## config.mk

```make
export PLATFORM = sky130hd
export DESIGN_NAME = seg_display_sched
export DESIGN_NICKNAME = d
export VERILOG_FILES = /design/src/rtl/seg_display_sched.sv
export SDC_FILE = /design/constraint.sdc
export NUM_CORES = 1
export LEC_CHECK = 0
export ABC_AREA = 0
export BUFFER_PORTS_ARGS = -buffer_cell sky130_fd_sc_hd__buf_4
export CAP_MARGIN = 20
export CORE_MARGIN = 2
export CORE_UTILIZATION = 40
export CTS_BUF_LIST = sky130_fd_sc_hd__clkbuf_4 sky130_fd_sc_hd__clkbuf_8 sky130_fd_sc_hd__clkbuf_16
export DETAILED_ROUTE_END_ITERATION = 12
export PLACE_DENSITY = 0.69
export SYNTH_ARGS = -nofsm -noshare
export SYNTH_HDL_FRONTEND = slang
export SYNTH_SLANG_ARGS = --single-unit
```

## constraint.sdc

```tcl
create_clock -name clk -period 2.35 [get_ports clk]
set_clock_uncertainty 0.1 [all_clocks]
set_input_delay 0.235 -clock clk [delete_from_list [all_inputs] [get_ports clk]]
set_output_delay 0.235 -clock clk [all_outputs]
set_load 0.02 [all_outputs]
```

## src/rtl/seg_display_sched.sv

```systemverilog
// Seven-segment display scheduler: shows score_val by default, lends the display to a
// message requester for HOLD_TICKS cycles. Optional blink feature: `SEG_BLINK_EN.
module seg_display_sched #(
   parameter int unsigned HOLD_TICKS  = 25_000_000,
   parameter int unsigned BLINK_TICKS = 12_500_000,
   parameter int unsigned CNT_W       = 25
) (
   input  logic        clk,
   input  logic        rst_n,
   input  logic [15:0] score_val,
   input  logic        msg_req,
   input  logic [15:0] msg_val,
   input  logic        msg_cancel,
   output logic        msg_ack,
   output logic        msg_done,
   output logic        busy,
   output logic [3:0]  D,
   output logic [3:0]  C,
   output logic [3:0]  B,
   output logic [3:0]  A
);

   typedef enum logic [1:0] {IDLE, SHOW, DONE} state_t;

   localparam int unsigned CNT_MAX = (HOLD_TICKS > BLINK_TICKS) ? HOLD_TICKS : BLINK_TICKS;
   localparam logic [CNT_W-1:0] HOLD_LAST = CNT_W'(HOLD_TICKS - 1);

   // Elaboration-time guard: counters must hold the largest terminal count.
   if (((CNT_MAX - 1) >> CNT_W) != 0) begin : g_bad_cnt_w
      $error("CNT_W too narrow for HOLD_TICKS/BLINK_TICKS");
   end

   state_t             state;
   logic [CNT_W-1:0]   hold_cnt;
   logic [15:0]        msg_reg;
   logic [15:0]        show_val_c;
   logic               hold_end_c;

`ifdef SEG_BLINK_EN
   localparam logic [CNT_W-1:0] BLINK_LAST = CNT_W'(BLINK_TICKS - 1);
   logic [CNT_W-1:0]   blink_cnt;
   logic               phase;

   // Phase 1 lets the score through between message flashes.
   always_comb begin
      show_val_c = phase ? score_val : msg_reg;
   end

   always_ff @(posedge clk) begin
      if (!rst_n) begin
         blink_cnt <= '0;
         phase     <= 1'b0;
      end else if (state == IDLE && msg_req) begin
         blink_cnt <= '0;
         phase     <= 1'b0;
      end else if (state == SHOW) begin
         if (blink_cnt == BLINK_LAST) begin
            blink_cnt <= '0;
            phase     <= ~phase;
         end else begin
            blink_cnt <= blink_cnt + CNT_W'(1);
         end
      end
   end
`else
   always_comb begin
      show_val_c = msg_reg;
   end
`endif

   always_comb begin
      hold_end_c = (hold_cnt == HOLD_LAST) || msg_cancel;
   end

   // Main FSM with registered handshake and display outputs.
   always_ff @(posedge clk) begin
      if (!rst_n) begin
         state        <= IDLE;
         hold_cnt     <= '0;
         msg_reg      <= '0;
         msg_ack      <= 1'b0;
         msg_done     <= 1'b0;
         busy         <= 1'b0;
         {D, C, B, A} <= 16'h0000;
      end else begin
         msg_ack  <= 1'b0;
         msg_done <= 1'b0;
         busy     <= (state != IDLE);
         case (state)
            IDLE: begin
               {D, C, B, A} <= score_val;
               if (msg_req) begin
                  msg_ack  <= 1'b1;
                  msg_reg  <= msg_val;
                  hold_cnt <= '0;
                  state    <= SHOW;
               end
            end
            SHOW: begin
               {D, C, B, A} <= show_val_c;
               if (hold_end_c) begin
                  msg_done <= 1'b1;
                  state    <= DONE;
               end else begin
                  hold_cnt <= hold_cnt + CNT_W'(1);
               end
            end
            DONE: begin
               {D, C, B, A} <= score_val;
               state        <= IDLE;
            end
            default: begin
               {D, C, B, A} <= score_val;
               state        <= IDLE;
            end
         endcase
      end
   end

endmodule

```

* Word level (Yosys, flattened, before mapping)
Cells that the tools add are included.
** Word-level totals
- Output and inout port bits :: 19
- Logic and storage cells :: 37
- Input port bits :: 36
- Register bits after elaboration :: 62
** Cells by class
- $add $sub $neg :: 1
- Eq/ne operators :: 5
- Reduce and logical (&&, ||, !) cells :: 9
- Multiplexer cells :: 12
** Operator list (count)
- 2-to-1 mux 25 bit :: 2
- one-hot mux 25 bit (2 select lines) :: 1
- adder 25 x 1 -> 25 bit (second input constant) :: 1
- equality test 25 bit (second input constant) :: 1
- 2-to-1 mux 4 bit :: 4
- AND reduction 2 bit :: 4
- != test 2 bit (second input constant) :: 3
- 2-to-1 mux 2 bit :: 2
- one-hot mux 2 bit (2 select lines) :: 1
- nonzero test 2 bit :: 2
- AND reduction 3 bit :: 1
- equality test 2 x 1 -> 1 bit (second input constant) :: 1
- logical NOT 2 bit :: 1
- 2-to-1 mux 1 bit :: 2
- logical OR 1 bit :: 1

* Depth between registers and ports, before layout
- Depth in word-level cells :: 4
- Gate-level depth with buffers :: 8

* Worst setup path after synthesis
No wires, ideal clock.
- Path type :: reg-to-reg
- From :: register hold_cnt[0]
- To :: register hold_cnt[15]
- Arrival time :: 1684 ps
- Stages on the path, launching flop included :: 8
- Buffers on the path :: 1
- Slack :: 447 ps
- Period minus slack after synthesis :: 1903 ps
- Path through :: dfxtp_1 -> ha_1 -> and4_1 -> buf_4 -> and4_1 -> a21oi_1 -> a21oi_2 -> o221a_1
** On the way
- Longest elaborated chain between the ends :: 4
- Elaborated cells between the ends (all ways) :: 7
- Classes of those cells :: add/sub: 1; eq/ne: 2; mux: 2; reduce/logical: 2
** Ends and longest elaborated chain
- start, declared :: line 34 : logic [CNT_W-1:0] hold_cnt;
- start signal, assigned :: line 105 : hold_cnt <= hold_cnt + CNT_W'(1);
- parallel branches: the longest is 4 deep, another holds adder 25 x 1 -> 25 bit
Several ways; the timed one is not identified. The select of a mux whose other input is x is not followed.
A chain may end at the register's enable or synchronous reset.

* Worst setup path after layout
- From :: register hold_cnt[0]
- To :: register hold_cnt[20]
The elaborated chain is that of the path after synthesis.

==> results by group <==
Timing
  • Setup tns final: 0 ns
  • Final critical-path share of the clock period: 95.58%
  • Final critical delay including setup and external delays: 2.246 ns
  • Max transition margin: 47.97%
  • Transition time at the pin with the least slew margin: 0.7790 ns
  • Endpoints failing setup: 0
  • Number of max-slew violations in the final report: 0
  • Maximum achievable frequency: 445.2 MHz
  • Setup repair after global routing missed its margin: no
  • Final hold violation count: 0

Clock network
  • Clock Pin Slew Worst Setup and Hold Paths: about 0.08 ns
  • TritonCTS Sinks: between 60 and 70
  • Clock insertion delay at the later pin of the skew report: 0.34 ns
  • Number of levels in the clock H-tree: 3
  • CTS-repair resized insts: 0
  • Number of buffers added by the clock tree synthesis step: 9
  • TritonCTS clock tree: yes
  • Number of post-CTS setup repair buffers: 0
  • Clock Path Buffers: 2
  • Post-cts hold buffer count: 0
  • CTS root buffer: sky130_fd_sc_hd__clkbuf_8

Floorplan
  • Core Rows: 29
  • Core footprint: 6459 um^2
  • Initial cell density of the core: 41.84%
  • Die Height: 86.20 um
  • Die Footprint: 7430 um^2
  • Boundary pin count: 55
  • Die boundary width: 86.20 um

Setup path
  • Length in cells of the worst reg-to-reg path: 6
  • Slowest cell on the critical path: sky130_fd_sc_hd__a211oi_2
  • Maximum net fanout on the critical path: 12
  • Slowest Stage Delay on Critical Path: 0.66 ns
  • Startpoint Class: flip-flop
  • Most prevalent standard cell on the critical path: sky130_fd_sc_hd__and4_1
  • Crit Reg-Reg Startpoint: hold_cnt[0]
  • Nature of the critical path endpoint: flip-flop
  • Slack of the worst reg-to-reg path: ~0.10 ns
  • Type of the worst setup path: reg -> reg
  • Worst path arrival time: 2.43 ns
  • RR Endpoint: hold_cnt[20]
  • WP data required: between 2 and 3 ns
  • Worst setup path end: hold_cnt[20]
  • Worst setup path startpoint: hold_cnt[0]
  • Cells along the critical path: ha_1 > and4_1 > and4_1 > a211oi_2 > o211a_1 > a221o_1

Detailed routing
  • Drt pass-1 iters: 7
  • Final wirelength: 6891 um
  • DRT antenna net count: 0
  • Wire length per cell: 14.92 um
  • DRC violations left: 0
  • Ratio of routed vias to standard cells: 5.630
  • Detailed router's first-iteration violation count: 228
  • Number of vias after detailed routing: 2601

Pwr
  • Leakage dissipation: 1.422 nW
  • Maximum resistive drop on vdd: 0.4605 mV
  • PwrDens: 724.4 nW/um^2

Synthesis
  • Top cells by area in the synthesized netlist: sky130_fd_sc_hd__dfxtp_1, sky130_fd_sc_hd__nand2_1, sky130_fd_sc_hd__a21oi_1, sky130_fd_sc_hd__and3_1, sky130_fd_sc_hd__and4_1
  • Total of flip-flops plus latches after synthesis: 62
  • Unique cell type count in the Yosys netlist: 51
  • Share of synthesized flip-flops with an asynchronous set or reset: 0%
  • Cell type with the highest aggregate area in the netlist: sky130_fd_sc_hd__dfxtp_1
  • Yosys synthesis warning count: 0
  • Sequential area share after synthesis: 45.93%
  • Net count of the mapped netlist: 365
  • Area fraction of the dominant cell type after synthesis: 45.93%
  • Count of flip-flops with a built-in enable after synthesis: 0
  • Post-synth design cell area: 2703 um^2
  • Synthesized area per cell: just over 8 um^2
  • Most used flip-flop cell after synthesis: sky130_fd_sc_hd__dfxtp_1
  • Gate Count Post-Synth: 328

Layout
  • Number of flip-flops under the largest register name: 25
  • Number of nets at the end of the flow: approximately 420
  • Fraction of final layout cells sized beyond drive strength 1: 23.12%
  • Synthesis-to-layout area growth: 25.60%
  • Utilization after layout: about 53%
  • Antenna diode count: 0

Placement
  • Count of buffers inserted at the top-level ports: 54
  • Final HPWL from detailed placement: around 4600 um
  • Final weighted congestion in routability-driven placement: 0.8367

Global route
  • First-pass GRT wire length: 11250 um
  • Overflow left after global routing: 0
  • Via count of the first global-routing pass: around 2400
  • Number of antenna violations at the first check in global routing: 0
  • Largest net degree at the start of global routing: 38
  • Global routing usage summed across all routing layers: 19.21%

Min path
  • Worst min path class: in -> reg

Run status
  • Status: finished, final reports clean

Run
  • Number of max-cap violations: 0
cells by family after synthesis:
family / share of synthesized area (%)
buf+inv: 3.981
flops: 45.93
simple gates: 29.35
fa+ha+maj: 0.4629
compound gates: 20.28
final cells by class:
class | count | area [um^2]
Tap cell | 77 | 96.34
Clock inverter | 6 | 93.84
Sequential cell | 62 | 1241
Multi-Input combinational cell | 244 | 1356
Clock buffer | 10 | 137.6
Inverter | 1 | 3.754
Timing Repair Buffer | 62 | 465.4
Fill cell | 628 | 3064
worst min-delay path by stage:
stage,startpoint,endpoint,slack (ns),cells after the start
global route,score_val[11],C[3],0.02,3
CTS,msg_val[12],msg_reg[12],0.02,3
detailed placement,msg_reg[15],D[3],0.35,2
global placement,msg_reg[5],B[1],0.34,2
floorplan,msg_cancel,hold_cnt[21],0.24,1
finish,msg_val[1],msg_reg[1],0.03,3
per-stage QoR:
stage                     hold slack, ns  setup slack (ns)  cell area, um^2  cells  total power (W)
after global placement            0.3391            0.1770             3163    446         0.001405
after CTS                        0.01723            0.1109             3395    462         0.002486
final                            0.03322            0.1038             3395    462         0.002459
after global routing             0.02122          0.005406             3395    462         0.002558
after detailed placement          0.3456            0.1399             3163    446         0.001409
after floorplan                   0.2366            0.4469             2703    328         0.001287
synthesized netlist by cell type (3+ instances only):
master / number
sky130_fd_sc_hd__nand3b_1: 6
sky130_fd_sc_hd__and2_1: 3
sky130_fd_sc_hd__a31oi_1: 3
sky130_fd_sc_hd__a22oi_1: 5
sky130_fd_sc_hd__o221a_1: 5
sky130_fd_sc_hd__nand2_1: 87
sky130_fd_sc_hd__nor2_1: 15
sky130_fd_sc_hd__buf_4: 4
sky130_fd_sc_hd__clkbuf_1: 11
sky130_fd_sc_hd__nand4_1: 6
sky130_fd_sc_hd__dfxtp_1: 62
sky130_fd_sc_hd__o21ai_0: 4
sky130_fd_sc_hd__nor3_1: 7
sky130_fd_sc_hd__a211o_1: 3
sky130_fd_sc_hd__nand3_1: 8
sky130_fd_sc_hd__a21oi_1: 37
sky130_fd_sc_hd__and4_1: 7
sky130_fd_sc_hd__buf_1: 3
sky130_fd_sc_hd__o32ai_1: 3
sky130_fd_sc_hd__and3_1: 11
layer usage:
layer | vias up | global-route usage (%) | wire length [um] | part of all wire [%]
li1 | 1280 | - | - | -
met1 | 1240 | 25.30 | 3113 | 45
met2 | 75 | 29.60 | 3320 | 48
met4 | 0 | 9.091 | 96 | 1.4
met5 | - | 0 | 0 | 0
met3 | 6 | 4.857 | 360 | 5.2
worst max-delay path: cells and delay by family (launching register included):
family                     cells  cell delay [ns]
AOI/OAI and AO/OA              3             1.01
adders and majority gates      1             0.25
DFF                            1             0.35
and+or+nand+nor                2             0.48
cell usage in the layout (no fill, tap or decap), drive strengths merged, types with 2 or more instances in the layout:
master   netlist  routed
a211o          3       3
a211oi         2       2
a21oi         38      38
a22oi          5       5
a31oi          3       3
and2           3       3
and3          12      12
and4           7       7
and4b          2       2
buf            9      62
bufinv         0       2
clkbuf        12      10
clkinv         0       2
dfxtp         62      62
inv            1       2
nand2         88      88
nand3          8       8
nand3b         6       6
nand4          7       7
nor2          15      15
nor2b          2       2
nor3           7       7
nor4b          2       2
o2111ai        2       2
o211a          2       2
o21ai          7       7
o221a          5       5
o32ai          3       3
o41ai          2       2
report_power, final:
part           leakage (nW)  internal, W  switching (W)
Sequential            0.507      0.00109      0.0000162
Combinational         0.803     0.000116       0.000159
Clock                 0.113     0.000633       0.000443
No activity file was read; power rests on OpenSTA's default activity.
